--- src/rtl/alu_pkg.sv ---
// Shared ALU operation encodings, status-flag bit positions and the
// request stage record used by the alu datapath.
package alu_pkg;

   typedef enum logic [2:0] {
      ALU_ADD  = 3'd0,
      ALU_AND  = 3'd1,
      ALU_OR   = 3'd2,
      ALU_EOR  = 3'd3,
      ALU_SL   = 3'd4,
      ALU_SR   = 3'd5,
      ALU_SUB  = 3'd6,
      ALU_PASS = 3'd7
   } alu_op_e;

   localparam int CARRY    = 0;
   localparam int ZERO     = 1;
   localparam int IRQ      = 2;
   localparam int DECIMAL  = 3;
   localparam int BRK      = 4;
   localparam int UNUSED   = 5;
   localparam int OVERFLOW = 6;
   localparam int SIGN     = 7;

   localparam logic [7:0] FLAGS_RESET = 8'h20;

   typedef struct packed {
      logic    valid;
      alu_op_e op;
      logic [7:0] a;
      logic [7:0] b;
      logic    cin;
      logic    dec;
   } alu_stage_t;

   // Builds a P-compatible status byte; B and I are never set by the ALU.
   function automatic logic [7:0] pack_flags(input logic n, input logic v, input logic d,
                                             input logic z, input logic c);
      logic [7:0] f;
      f           = 8'h00;
      f[SIGN]     = n;
      f[OVERFLOW] = v;
      f[UNUSED]   = 1'b1;
      f[BRK]      = 1'b0;
      f[DECIMAL]  = d;
      f[IRQ]      = 1'b0;
      f[ZERO]     = z;
      f[CARRY]    = c;
      return f;
   endfunction

endpackage

--- src/rtl/bcd_adjust.sv ---
// NMOS 6502 decimal correction applied to a binary ADD/SUB result.
// Combinational; mid_n is the sign bit seen after low-nibble adjust only.
module bcd_adjust
   import alu_pkg::*;
(
   input  logic [8:0] sum,
   input  logic       half_carry,
   input  alu_op_e    op,
   output logic [7:0] y,
   output logic       carry,
   output logic       mid_n
);

   logic       lo_fix;
   logic [3:0] lo_val;
   logic [4:0] hi_pre;

   always_comb begin
      y      = sum[7:0];
      carry  = sum[8];
      mid_n  = sum[7];
      lo_fix = 1'b0;
      lo_val = sum[3:0];
      hi_pre = sum[8:4];
      if (op == ALU_ADD) begin
         lo_fix = half_carry || (sum[3:0] > 4'd9);
         lo_val = lo_fix ? sum[3:0] + 4'd6 : sum[3:0];
         // A decimal low-digit carry that the binary add did not produce joins the high digit.
         hi_pre = sum[8:4] + {4'd0, lo_fix & ~half_carry};
         mid_n  = hi_pre[3];
         carry  = hi_pre > 5'd9;
         y      = {(carry ? hi_pre[3:0] + 4'd6 : hi_pre[3:0]), lo_val};
      end else if (op == ALU_SUB) begin
         carry = sum[8];
         y     = {(sum[8] ? sum[7:4] : sum[7:4] - 4'd6),
                  (half_carry ? sum[3:0] : sum[3:0] - 4'd6)};
      end
   end

endmodule

--- src/rtl/alu.sv ---
// 6502 ALU: request stage register, operation/flag logic, registered result.
// alu_req is a one-cycle strobe with no back-pressure; alu_valid pulses one clock after it.
module alu
   import alu_pkg::*;
#(
   parameter bit BCD_ENABLE = 1'b1
) (
   input  logic       clk,
   input  logic       resetn,
   input  logic       alu_req,
   input  logic [2:0] alu_ctrl,
   input  logic [7:0] alu_AI,
   input  logic [7:0] alu_BI,
   input  logic       alu_carry,
   input  logic       alu_BCD,
   output logic [7:0] alu_Y,
   output logic [7:0] alu_flags,
   output logic       alu_valid
);

   alu_stage_t stage;

   always_ff @(posedge clk or negedge resetn) begin
      if (!resetn) begin
         stage <= '0;
      end else begin
         stage.valid <= alu_req;
         if (alu_req) begin
            stage.op  <= alu_op_e'(alu_ctrl);
            stage.a   <= alu_AI;
            stage.b   <= alu_BI;
            stage.cin <= alu_carry;
            stage.dec <= alu_BCD;
         end
      end
   end

   logic       dec;
   logic [7:0] b_eff;
   logic [8:0] sum;
   logic [4:0] lo_sum;
   logic [7:0] bcd_y;
   logic       bcd_c;
   logic       bcd_mid_n;

   assign dec    = stage.dec & BCD_ENABLE;
   assign b_eff  = (stage.op == ALU_SUB) ? ~stage.b : stage.b;
   assign sum    = {1'b0, stage.a} + {1'b0, b_eff} + {8'd0, stage.cin};
   assign lo_sum = {1'b0, stage.a[3:0]} + {1'b0, b_eff[3:0]} + {4'd0, stage.cin};

   generate
      if (BCD_ENABLE) begin : g_bcd
         bcd_adjust u_bcd_adjust (
            .sum        (sum),
            .half_carry (lo_sum[4]),
            .op         (stage.op),
            .y          (bcd_y),
            .carry      (bcd_c),
            .mid_n      (bcd_mid_n)
         );
      end else begin : g_no_bcd
         assign bcd_y     = sum[7:0];
         assign bcd_c     = sum[8];
         assign bcd_mid_n = sum[7];
      end
   endgenerate

   logic [7:0] res_y;
   logic [7:0] res_flags;
   logic       f_n;
   logic       f_v;
   logic       f_z;
   logic       f_c;

   always_comb begin
      res_y = stage.a;
      f_c   = stage.cin;
      f_v   = 1'b0;
      case (stage.op)
         ALU_ADD, ALU_SUB: begin
            res_y = dec ? bcd_y : sum[7:0];
            f_c   = sum[8];
            f_v   = (stage.a[7] == b_eff[7]) && (sum[7] != stage.a[7]);
            if (dec && (stage.op == ALU_ADD)) begin
               f_c = bcd_c;
               f_v = (stage.a[7] == b_eff[7]) && (bcd_mid_n != stage.a[7]);
            end
         end
         ALU_AND:  res_y = stage.a & stage.b;
         ALU_OR:   res_y = stage.a | stage.b;
         ALU_EOR:  res_y = stage.a ^ stage.b;
         ALU_SL: begin
            res_y = {stage.a[6:0], stage.cin};
            f_c   = stage.a[7];
         end
         ALU_SR: begin
            res_y = {stage.cin, stage.a[7:1]};
            f_c   = stage.a[0];
         end
         default:  res_y = stage.a;
      endcase
      f_n = res_y[7];
      f_z = (res_y == 8'h00);
      // Decimal results report N/Z from the pre-correction value, as NMOS parts do.
      if (dec && ((stage.op == ALU_ADD) || (stage.op == ALU_SUB))) begin
         f_z = (sum[7:0] == 8'h00);
         f_n = (stage.op == ALU_ADD) ? bcd_mid_n : sum[7];
      end
      res_flags = pack_flags(f_n, f_v, dec, f_z, f_c);
   end

   always_ff @(posedge clk or negedge resetn) begin
      if (!resetn) begin
         alu_Y     <= 8'h00;
         alu_flags <= FLAGS_RESET;
         alu_valid <= 1'b0;
      end else begin
         alu_valid <= stage.valid;
         if (stage.valid) begin
            alu_Y     <= res_y;
            alu_flags <= res_flags;
         end
      end
   end

endmodule
--- config.mk ---
export PLATFORM = sky130hd
export DESIGN_NAME = alu
export DESIGN_NICKNAME = d
export VERILOG_FILES = /design/src/rtl/alu_pkg.sv /design/src/rtl/bcd_adjust.sv /design/src/rtl/alu.sv
export SDC_FILE = /design/constraint.sdc
export NUM_CORES = 1
export LEC_CHECK = 0
export ABC_AREA = 1
export CORE_MARGIN = 8
export CORE_UTILIZATION = 45
export DETAILED_ROUTE_END_ITERATION = 6
export PLACE_DENSITY_LB_ADDON = 0.08
export SYNTH_ARGS = -nofsm -noshare
export SYNTH_HDL_FRONTEND = slang
export SYNTH_SLANG_ARGS = --single-unit
--- constraint.sdc ---
create_clock -name clk -period 5.25 [get_ports clk]
set_clock_uncertainty 0.1 [all_clocks]
set_input_delay 1.05 -clock clk [delete_from_list [all_inputs] [get_ports clk]]
set_output_delay 1.05 -clock clk [all_outputs]
set_load 0.01 [all_outputs]
After elaboration in Yosys (flattened, before gate mapping)
Index checks and enable logic that the tools add are counted.

operators by class
  $add $sub $neg = 9
  magnitude comparators = 2
  equality and inequality tests = 9
  multiplexer cells = 18
  bitwise gates (word level) = 6
  reduce and logical (&&, ||, !) cells = 10

operator list
  cell                   count
  $pmux W8 S6            1
  $mux W8                4
  $logic_not A8 Y1       2
  $mux W4                4
  $add A5 B1 Y5          2
  $add A8 B8 Y9          1
  $add A9 B1 Y9          1
  $eq A3 B3 Y1 const B   3
  $add A4 B3 Y4 const B  2
  $and A8 B8 Y8          1
  $mux W1                8
  $not A8 Y8             1
  $or A8 B8 Y8           1
  $sub A4 B3 Y4 const B  2
  $xor A8 B8 Y8          1
  $eq A3 B2 Y1 const B   2
  $add A4 B4 Y5          1
  $gt A5 B4 Y1 const B   1
  $gt A4 B4 Y1 const B   1
  $logic_and A1 B1 Y1    4
  $eq A3 B1 Y1 const B   1
  $logic_not A3 Y1       1
  $pmux W1 S3            1
  $logic_or A1 B1 Y1     2
  5 further kinds        6

word-level totals
  flip-flop bits (word level) = 36
  input bits = 24
  output and inout port bits = 17

Longest topological paths before layout
Gate-level depths: netlist of the first run.

  word-level depth = 15
  gate-level depth with buffers = 34

Hierarchy
Synthesis of the first run repeated with hierarchy kept, for this count alone.

second synthesis, totals
  cells, all modules = 506
  area, all modules = 3389.5 um^2

modules (own cells, without submodules)
  module      times used  cells each  area an instance (um^2)  sequential area each (um^2)
  alu         1           419         2919.0                   900.9
  bcd_adjust  1           87          470.5                    0.0

Worst setup path before layout of the first run
No wires, ideal clock.

  kind = reg2reg
  start point = register, netlist name stage[18]
  end point = register alu_flags[7]
  setup time = 124 ps
  data arrival time = 3961 ps
  setup slack = 1065 ps
  stages on the path, launching flop included = 32
  path buffers = 1
  cell sequence = dfrtp_1 inv_1 nand3_1 buf_2 xor2_1 fa_1 fa_1 nand2_1 nand2_1 o21ai_1 o21ai_1 nand2_2 nor2_1 ha_1 ha_1 nand3_1 nand2_2 ha_1 inv_1 nor2_1 nor2_1 nand2_1 nand2_2 nand3_1 nand3_1 nand2_1 nand2_1 nand2_1 nand2_2 nand2_1 o211ai_1 nand2_1

on the way
  longest elaborated chain between the ends = 14
  elaborated cells between the ends (all ways) = 32
  those cells by class = 7 x add/sub; 2 x order compare; 6 x eq/ne; 10 x mux; 2 x bitwise; 5 x reduce/logical

ends and longest elaborated chain
  element                                        line                                source
  $eq A3 B3 Y1                                   --
  $mux W8                                        alu.sv:47                           assign b_eff = (stage.op == ALU_SUB) ? ~stage.b : stage.b;
  $add A8 B8 Y9                                  alu.sv:48                           assign sum = {1'b0, stage.a} + {1'b0, b_eff} + {8'd0, stage.cin};
  $add A9 B1 Y9                                  alu.sv:48
  $gt A4 B4 Y1                                   bcd_adjust.sv:26                    lo_fix = half_carry || (sum[3:0] > 4'd9);
  $logic_or A1 B1 Y1                             bcd_adjust.sv:26
  $and A1 B1 Y1                                  bcd_adjust.sv:29                    hi_pre = sum[8:4] + {4'd0, lo_fix & ~half_carry};
  $add A5 B1 Y5                                  bcd_adjust.sv:29
  $add A4 B3 Y4 or $gt A5 B4 Y1 (tied branches)  bcd_adjust.sv:32, bcd_adjust.sv:31
  $mux W4                                        bcd_adjust.sv:32                    y = {(carry ? hi_pre[3:0] + 4'd6 : hi_pre[3:0]), lo_val};
  $mux W8                                        bcd_adjust.sv:25                    if (op == ALU_ADD) begin
  $mux W8                                        alu.sv:81                           res_y = dec ? bcd_y : sum[7:0];
  $pmux W8 S6                                    alu.sv:79                           case (stage.op)
  $mux W1 (*)                                    alu.sv:105                          if (dec && ((stage.op == ALU_ADD) || (stage.op == ALU_SUB))) begin
  end signal: assignment                         alu.sv:121                          alu_flags <= res_flags;
  end: declaration                               alu.sv:17                           output logic [7:0] alu_flags,

Mark *: on every way between the ends. The rest lies on a longest branch, timed or not.
A chain may end at the register's enable or synchronous reset.

Worst setup path in the final report of the first run
  start point = register, netlist name stage[18]
  end point = register alu_flags[7]

on the way
  longest elaborated chain between the ends = 14
  elaborated cells between the ends (all ways) = 32
  those cells by class = 7 x add/sub; 2 x order compare; 6 x eq/ne; 10 x mux; 2 x bitwise; 5 x reduce/logical

ends and longest elaborated chain
  element                                        line
  $eq A3 B3 Y1                                   --
  $mux W8                                        alu.sv:47
  $add A8 B8 Y9                                  alu.sv:48
  $add A9 B1 Y9                                  alu.sv:48
  $gt A4 B4 Y1                                   bcd_adjust.sv:26
  $logic_or A1 B1 Y1                             bcd_adjust.sv:26
  $and A1 B1 Y1                                  bcd_adjust.sv:29
  $add A5 B1 Y5                                  bcd_adjust.sv:29
  $add A4 B3 Y4 or $gt A5 B4 Y1 (tied branches)  bcd_adjust.sv:32, bcd_adjust.sv:31
  $mux W4                                        bcd_adjust.sv:32
  $mux W8                                        bcd_adjust.sv:25
  $mux W8                                        alu.sv:81
  $pmux W8 S6                                    alu.sv:79
  $mux W1 (*)                                    alu.sv:105

Marks and branches as above.

==> implementation parameters, run 1 <==
Parameter                              Value

Status
  Status    finished clean

Floorplanning
  Std-Cell Core Area    roughly 0.0067 mm^2
  IO Pins    41
  Die Width    around 99 um
  Die Outline Area    slightly below 0.01 mm^2
  Starting Density    0.459
  Height of the die    between 90 and 100 um
  Number of standard-cell rows in the floorplan    30

GRT
  Wire length of the first global-routing pass    13.4 mm
  All-layer global routing usage    0.167
  Grt ovf    0
  Number of global-route vias before repair    ~2,800
  Largest net degree at the start of global routing    44
  Antenna violations before repair    0

STA
  Maximum clock rate    ~220 MHz
  TNS Setup    0 ns
  Shortest clock period the worst path allows after layout    between 4 and 5 ns
  Final hold violations    0
  Setup violators final    0
  RSZ-0062 raised after global routing    no
  Transition at the pin with the smallest max-transition slack    approximately 1.0 ns
  Final number of max-transition violations    0
  Final cycle utilization of the critical path    0.863
  Headroom to the max-slew limit    0.328

Logic synthesis
  Synth Area in Simple Gates    0.273
  Cell count after synthesis    roughly 440
  Prevailing post-synth register cell    sky130_fd_sc_hd__dfrtp_1
  Mux contribution to synthesized area    0
  Post-synth EDFFs    0
  Synthesized-area fraction occupied by ao, oa, aoi and oai cells    0.153
  Fraction of registers with async set or reset after synthesis    1.00
  Sequential area share after synthesis    0.294
  Number of library cell types mapped by synthesis    35
  Area of the mapped netlist    0.00307 mm^2
  Average instance area after synthesis    6.94 um^2
  Share of the synthesized netlist area taken by xor and xnor gates    0.0424
  Main combinational cell family by area after synthesis    simple AND/OR/NAND/NOR gates
  Yosys Warn Count    0
  Adder-cell share of the synthesized area    0.136
  Synth Register Bits    36

Pwr
  Power, Total    between 1 and 1.5 mW
  Lkg Pwr    roughly 1.8 nW
  Part of the power in combinational logic    0.522
  Sequential power share    0.296
  Max rail drop VDD    0.000130 V
  Clock share of power    0.182
  Internal power summed over all cells    0.656 mW
  Sw Ratio    0.437
  Net switching power    around 0.51 mW
  Cell area power density    roughly 320 mW/mm^2

Clock network
  Clock latency on the worst-skew pair    ~0.29 ns
  Depth of the CTS H-tree    2
  Clock tree from TritonCTS    yes
  Worst-path clk slew    approximately 0.080 ns
  TritonCTS Buffers    5
  Post-CTS repair timing setup buffer count    0
  Number of buffers inserted by hold repair at cts    0
  Quantity of gates resized following cts    0
  Library cell used as clock root buffer    sky130_fd_sc_hd__clkbuf_8
  CTS sink cnt    36
  Clock tree buffer depth    2

Worst setup path
  Startpoint type of the worst setup path    register
  Most prevalent standard cell on the critical path    sky130_fd_sc_hd__nand2_1
  Worst-path fanout max    12
  Crit. Startpoint    stage[18]
  Delay contributed by the slowest stage of the critical path    between 0.4 and 0.5 ns
  Reg-to-reg critical path endpoint    alu_flags[7]
  Kind of capture point of the worst setup path    register
  Critical path class    reg2reg
  Worst reg-to-reg setup slack    just over 0.7 ns
  CP Data Arrival Time    around 4.6 ns
  Slowest stage cell on the critical path    sky130_fd_sc_hd__fa_1
  Depth of the worst register-to-register path    31
  Critical path data required time    5.33 ns
  Startpoint of the worst register-to-register path    stage[18]

Final layout
  Share of final-layout standard cells stronger than drive strength 1    0.0543
  Nets    534
  Layout Utilization    0.538
  Fin cells    between 500 and 600
  Count of antenna diodes in the layout    0
  Synth-to-Final Area Change    17.3%

Detailed routing
  Average via count per standard cell    5.19
  Detailed-route DRC error count    0
  ANT nets after route    0
  Initial drt markers    ~160
  Routed length per placed instance    approximately 14 um
  Vias post-DR    2,904
  Detailed Routing Iterations Pass 1    5
  Routed WL    approximately 8.0 mm

Flow run
  Number of maximum-capacitance constraint violations    0

Hold path
  Origin of the worst min-delay path    alu_Y[0]
  Hold Crit Depth    2
  Endpoint of the worst hold-timing path    alu_Y[0]
  Path category of the worst min-delay check    reg2reg

Placed design
  Detailed placement HPWL    approximately 6.3 mm
  GPL Wtd Cong    0.925
  Port Buf Inserts    37
  Number of cells after detailed placement    ~550
how the worst max path moves through the flow:
| stage | to | slack (ns) | cells after the start |
|---|---|---|---|
| after floorplan | alu_flags[7] | 1.06 | 31 |
| after global routing | alu_flags[7] | 0.31 | 31 |
| after global placement | alu_flags[7] | 0.87 | 31 |
| after CTS | alu_flags[7] | 0.72 | 31 |
| final | alu_flags[7] | 0.72 | 31 |
| after detailed placement | alu_flags[7] | 0.73 | 31 |
power by group through the flow:
stage / Combinational [mW] / Sequential (mW) / Clock (mW)
after floorplan: 0.414 / 0.355 / 0
after global placement: 0.594 / 0.350 / 0
after detailed placement: 0.605 / 0.351 / 0
after CTS: 0.607 / 0.346 / 0.221
after global routing: 0.689 / 0.352 / 0.229
final: 0.609 / 0.345 / 0.212
through the flow:
| step | setup WS [ns] | instance area (um^2) | hold slack, ns |
|---|---|---|---|
| floorplan | 1.06 | 3070 | 0.333 |
| global placement | 0.870 | 3500 | 0.366 |
| detailed placement | 0.733 | 3500 | 0.367 |
| CTS | 0.716 | 3590 | 0.388 |
| global route | 0.313 | 3590 | 0.413 |
| finish | 0.720 | 3590 | 0.383 |
worst max-delay path, delay by kind of cell (launching register included):
| family | cells | cell delay, ns |
|---|---|---|
| buffers and inverters | 3 | 0.40 |
| adder cells (fa/ha/maj) | 5 | 1.50 |
| XOR/XNOR | 1 | 0.16 |
| AND/OR/NAND/NOR | 19 | 1.54 |
| AO/OA/AOI/OAI | 3 | 0.29 |
| flip-flops | 1 | 0.41 |
routing by layer:
layer	up-vias	routed length (um)	track usage
met5	-	0	0
met4	0	112	0.0555
met3	12	392	0.0324
met2	78	3720	0.273
met1	1319	3800	0.216
li1	1495	-	-
final cells by class:
class                           count  area, um^2
Sequential cell                    36         901
Clock buffer                        7        86.3
Fill cell                         696        3090
Clock inverter                      1        7.51
Timing Repair Buffer               40         393
Multi-Input combinational cell    330        1860
Tap cell                           80         100
Inverter                           65         244
cells in the mapped netlist (3+ instances only):
cell,n,area (um^2)
sky130_fd_sc_hd__a21oi_2,3,26.3
sky130_fd_sc_hd__nor2_1,20,75.1
sky130_fd_sc_hd__nand3_1,26,130
sky130_fd_sc_hd__xor2_1,13,114
sky130_fd_sc_hd__o211ai_1,3,22.5
sky130_fd_sc_hd__nand2_2,8,50.1
sky130_fd_sc_hd__dfrtp_1,36,901
sky130_fd_sc_hd__inv_1,61,229
sky130_fd_sc_hd__a211oi_1,3,22.5
sky130_fd_sc_hd__ha_1,30,375
sky130_fd_sc_hd__a21oi_1,7,35.0
sky130_fd_sc_hd__nand4_1,5,31.3
sky130_fd_sc_hd__buf_4,4,30.0
sky130_fd_sc_hd__a2111oi_0,3,26.3
sky130_fd_sc_hd__inv_2,3,11.3
sky130_fd_sc_hd__nor3_1,5,25.0
sky130_fd_sc_hd__o21ai_1,3,15.0
sky130_fd_sc_hd__o21ai_0,47,235
sky130_fd_sc_hd__o2111ai_1,3,26.3
sky130_fd_sc_hd__nand2_1,134,503
sky130_fd_sc_hd__clkbuf_1,7,26.3
registers in the layout, indices dropped and copies added, names as in the netlist:
| register | flops |
|---|---|
| stage | 21 |
| alu_Y | 8 |
| alu_flags | 5 |
| alu_valid | 1 |
| dec | 1 |
placed cells by master, fill, tap and decap left out, types with 2 or more instances in the layout:
cell and count:
sky130_fd_sc_hd__a21oi_1 7, sky130_fd_sc_hd__nand2_2 8, sky130_fd_sc_hd__nor2_1 20, sky130_fd_sc_hd__inv_1 61
sky130_fd_sc_hd__a2111oi_0 3, sky130_fd_sc_hd__nor4_1 2, sky130_fd_sc_hd__nand2_1 134, sky130_fd_sc_hd__a21oi_2 3
sky130_fd_sc_hd__ha_1 30, sky130_fd_sc_hd__clkdlybuf4s50_1 37, sky130_fd_sc_hd__dfrtp_1 36, sky130_fd_sc_hd__clkbuf_8 6
sky130_fd_sc_hd__conb_1 3, sky130_fd_sc_hd__a31oi_1 2, sky130_fd_sc_hd__o21ai_0 47, sky130_fd_sc_hd__nor3_1 5
sky130_fd_sc_hd__a211oi_1 3, sky130_fd_sc_hd__nand4_1 5, sky130_fd_sc_hd__fa_1 2, sky130_fd_sc_hd__o211ai_1 3
sky130_fd_sc_hd__o21ai_1 3, sky130_fd_sc_hd__inv_2 3, sky130_fd_sc_hd__xor2_1 13, sky130_fd_sc_hd__buf_4 3
sky130_fd_sc_hd__nand3_1 26, sky130_fd_sc_hd__o2111ai_1 3
cells by family after synthesis:
kind of cell | Yosys count
buf+inv | 77
xor+xnor | 14
other cells | 2
flops | 36
simple gates | 201
fa+ha+maj | 32
compound gates | 80
Note: power is estimated with default switching activity, not from simulation.
==> run 2: changes to the inputs <==
- ABC_AREA: 1 -> not set
==> implementation parameters, run 2 <==
Parameter                              Value

Logic synthesis
  Area of the mapped netlist    0.00328 mm^2 (+7.1%)
  Mux contribution to synthesized area    0.0389 (+0.0389)
  Adder-cell share of the synthesized area    0.127 (-0.00899)
  Prevailing post-synth register cell    sky130_fd_sc_hd__dfrtp_1
  Cell count after synthesis    395 (-11%)
  Proportion of netlist area held by the largest area contributor    0.274 (-0.0195)
  Cell types occupying the most area after synthesis    sky130_fd_sc_hd__dfrtp_1, sky130_fd_sc_hd__ha_1, sky130_fd_sc_hd__o21ai_0
  Most instantiated cells after synthesis    sky130_fd_sc_hd__nand2_1, sky130_fd_sc_hd__o21ai_0, sky130_fd_sc_hd__dfrtp_1
  Share of the synthesized netlist area taken by xor and xnor gates    0.0659 (+0.0235)
  Area leader, netlist    sky130_fd_sc_hd__dfrtp_1
  Synthesized-area fraction occupied by ao, oa, aoi and oai cells    0.252 (+0.0988)
  Leading cell type by number of instances after synthesis    sky130_fd_sc_hd__nand2_1
  Synth Area in Simple Gates    0.173 (-0.100)
  Fraction of registers with async set or reset after synthesis    1.00 (unchanged)
  Synth Register Bits    36 (unchanged)
  Yosys Warn Count    0 (unchanged)
  Number of library cell types mapped by synthesis    63 (+80%)
  Post-synth EDFFs    0 (unchanged)
  Average instance area after synthesis    8.31 um^2 (+20%)
  Sequential area share after synthesis    0.274 (-0.0195)
  Main combinational cell family by area after synthesis    compound AO/OA/AOI/OAI gates

Clock network
  Worst-path clk slew    0.08 ns (about the same)
  Library cell used as clock root buffer    sky130_fd_sc_hd__clkbuf_8
  Number of buffers inserted by hold repair at cts    0 (unchanged)
  TritonCTS Buffers    5 (unchanged)
  Quantity of gates resized following cts    0 (unchanged)
  Clock tree from TritonCTS    yes
  CTS sink cnt    36 (unchanged)
  Post-CTS repair timing setup buffer count    0 (unchanged)
  Depth of the CTS H-tree    2 (unchanged)
  Clock latency on the worst-skew pair    0.30 ns (about the same)
  Clock tree buffer depth    2 (unchanged)

Final layout
  Register with the most flip-flops    stage
  Fillcell total    678 (-2.6%)
  Final design area excluding fillers    0.00380 mm^2 (+5.6%)
  Count of antenna diodes in the layout    0 (unchanged)
  Nets    477 (-11%)
  Most used cells in the layout excluding fill and tap cells    sky130_fd_sc_hd__nand2_1, sky130_fd_sc_hd__o21ai_0, sky130_fd_sc_hd__dfrtp_1, sky130_fd_sc_hd__clkdlybuf4s50_1
  Most common library cell in the layout ignoring fill and taps    sky130_fd_sc_hd__nand2_1
  Synth-to-Final Area Change    15.7%
  Share of final-layout standard cells stronger than drive strength 1    0.0782 (+0.0239)
  Registers with the most flip-flops    stage: 21 flops, alu_Y: 8 flops, alu_flags: 5 flops
  Max FFs per register    21 (unchanged)

Worst setup path
  Worst-path fanout max    10 (-2)
  Critical path data required time    5.34 ns (about the same)
  Reg-to-reg critical path endpoint    alu_flags[1]
  Depth of the worst register-to-register path    19 (-39%)
  Kind of capture point of the worst setup path    register
  Critical path class    reg2reg
  CP Data Arrival Time    5.03 ns (+0.42 ns)
  Worst reg-to-reg setup slack    0.32 ns (-0.40 ns)
  Startpoint of the worst register-to-register path    stage[18]
  Startpoint type of the worst setup path    register

Flow run
  Number of maximum-capacitance constraint violations    0 (unchanged)

STA
  Final hold violations    0 (unchanged)
  Headroom to the max-slew limit    0.451 (+0.123)
  Maximum clock rate    203 MHz (-8.2%)
  Shortest clock period the worst path allows after layout    4.93 ns (+0.403 ns)
  Setup violators final    0 (unchanged)
  TNS Setup    0 ns (unchanged)
  RSZ-0062 raised after global routing    no
  Hold WS    0.385 ns (+0.00256 ns)
  Transition at the pin with the smallest max-transition slack    0.823 ns (-0.177 ns)
  Final number of max-transition violations    0 (unchanged)
  Final cycle utilization of the critical path    0.940 (+0.0768)

GRT
  Grt ovf    0 (unchanged)
  Wire length of the first global-routing pass    15.3 mm (+15%)
  Antenna violations before repair    0 (unchanged)
  Number of global-route vias before repair    2,960 (+5.6%)
  Largest net degree at the start of global routing    40 (-9.1%)
  All-layer global routing usage    0.187 (+0.0194)

Floorplanning
  Number of standard-cell rows in the floorplan    31 (+3.3%)
  Die Width    101 um (+2.9%)
  IO Pins    41 (unchanged)
  Starting Density    0.458 (-0.00126)
  Height of the die    101 um (+2.9%)
  Std-Cell Core Area    0.00718 mm^2 (+7.4%)
  Die Outline Area    0.0103 mm^2 (+5.9%)

Placed design
  Detailed placement HPWL    6.87 mm (+8.9%)
  Port Buf Inserts    37 (unchanged)
  Placed inst area    0.00370 mm^2 (+5.7%)
  GPL Wtd Cong    0.867 (-6.3%)

Hold path
  Path category of the worst min-delay check    reg2reg
  Hold Crit Depth    1 (-1)
  Origin of the worst min-delay path    alu_Y[3]
  Endpoint of the worst hold-timing path    alu_Y[3]

Detailed routing
  Detailed Routing Iterations Pass 1    5 (unchanged)
  Vias post-DR    3,007 (+3.5%)
  Average via count per standard cell    5.77 (+11%)
  ANT nets after route    0 (unchanged)
  Routed length per placed instance    17.4 um (+22%)
  Detailed-route DRC error count    0 (unchanged)
  Initial drt markers    281 (+77%)
  Routed WL    9.09 mm (+13%)

Status
  Status    finished clean

Pwr
  Lkg Pwr    1.66 nW (-8.0%)
  Cell area power density    340 mW/mm^2 (+4.9%)
  Max rail drop VDD    0.000159 V (+22%)
[run 2: cell type report]
cell class,instances,area [um^2],share of cell area
clock inverter,2,13.8,0.00362
clock buffer,6,82.6,0.0217
tap,99,124,0.0326
timing repair buffer,43,410,0.108
multi-input combinational,310,2170,0.572
sequential,36,901,0.237
inverter,25,93.8,0.0247
[run 2: kinds of logic (layout without fill, tap and decap cells)]
group,Yosys count,in the layout
buffers and inverters,50,76
AOI/OAI and AO/OA,126,126
muxes,12,12
other,2,3
adders and majority gates,32,32
and+or+nand+nor,114,114
DFF,36,36
xor gates and xnor gates,23,23
[run 2: report_power, final]
group | internal, mW | switching (mW) | total (mW)
sequential | 0.314 | 0.0395 | 0.353
clock | 0.107 | 0.111 | 0.218
combinational | 0.305 | 0.416 | 0.721
[run 2: stage by stage]
stage                     setup WS, ns  cells  total power [mW]   util
after detailed placement         0.364    513              1.07  0.516
after global routing            0.0445    521              1.40  0.529
after floorplan                 0.0807    396             0.868      -
after global placement           0.496    513              1.06  0.516
after CTS                        0.354    521              1.29  0.529
final                            0.316    521              1.29  0.529
[run 2: how the worst max path moves through the flow]
| stage | startpoint | endpoint | slack (ns) |
|---|---|---|---|
| 5_1_grt | stage[18] | alu_flags[1] | 0.04 |
| 6_report | stage[18] | alu_flags[1] | 0.32 |
| 2_1_floorplan | stage[20] | alu_flags[1] | 0.08 |
| 4_1_cts | stage[18] | alu_flags[1] | 0.35 |
| 3_3_place_gp | stage[18] | alu_flags[1] | 0.50 |
| 3_5_place_dp | stage[18] | alu_flags[1] | 0.36 |
[run 2: routing by layer]
layer,GRT usage,vias to the layer above,share of wire
met5,0,-,0
met4,0.0584,0,0.027
met3,0.0289,21,0.045
met2,0.285,90,0.44
met1,0.262,1435,0.48
li1,-,1461,-
[run 2: critical path, stage by stage, from the launching register on]
cell and delay (ns):
sky130_fd_sc_hd__dfrtp_1 0.37, sky130_fd_sc_hd__nand3b_1 0.19, sky130_fd_sc_hd__xnor2_1 0.16, sky130_fd_sc_hd__fa_1 0.43
sky130_fd_sc_hd__fa_1 0.51, sky130_fd_sc_hd__a21o_4 0.26, sky130_fd_sc_hd__a21o_1 0.29, sky130_fd_sc_hd__xor2_1 0.29
sky130_fd_sc_hd__ha_1 0.23, sky130_fd_sc_hd__ha_1 0.20, sky130_fd_sc_hd__xnor2_1 0.11, sky130_fd_sc_hd__xnor2_2 0.30
sky130_fd_sc_hd__ha_1 0.25, sky130_fd_sc_hd__or2b_1 0.23, sky130_fd_sc_hd__inv_1 0.09, sky130_fd_sc_hd__a31oi_4 0.05
sky130_fd_sc_hd__and4_2 0.26, sky130_fd_sc_hd__nor4_2 0.26, sky130_fd_sc_hd__nand2_1 0.09, sky130_fd_sc_hd__a21o_1 0.16
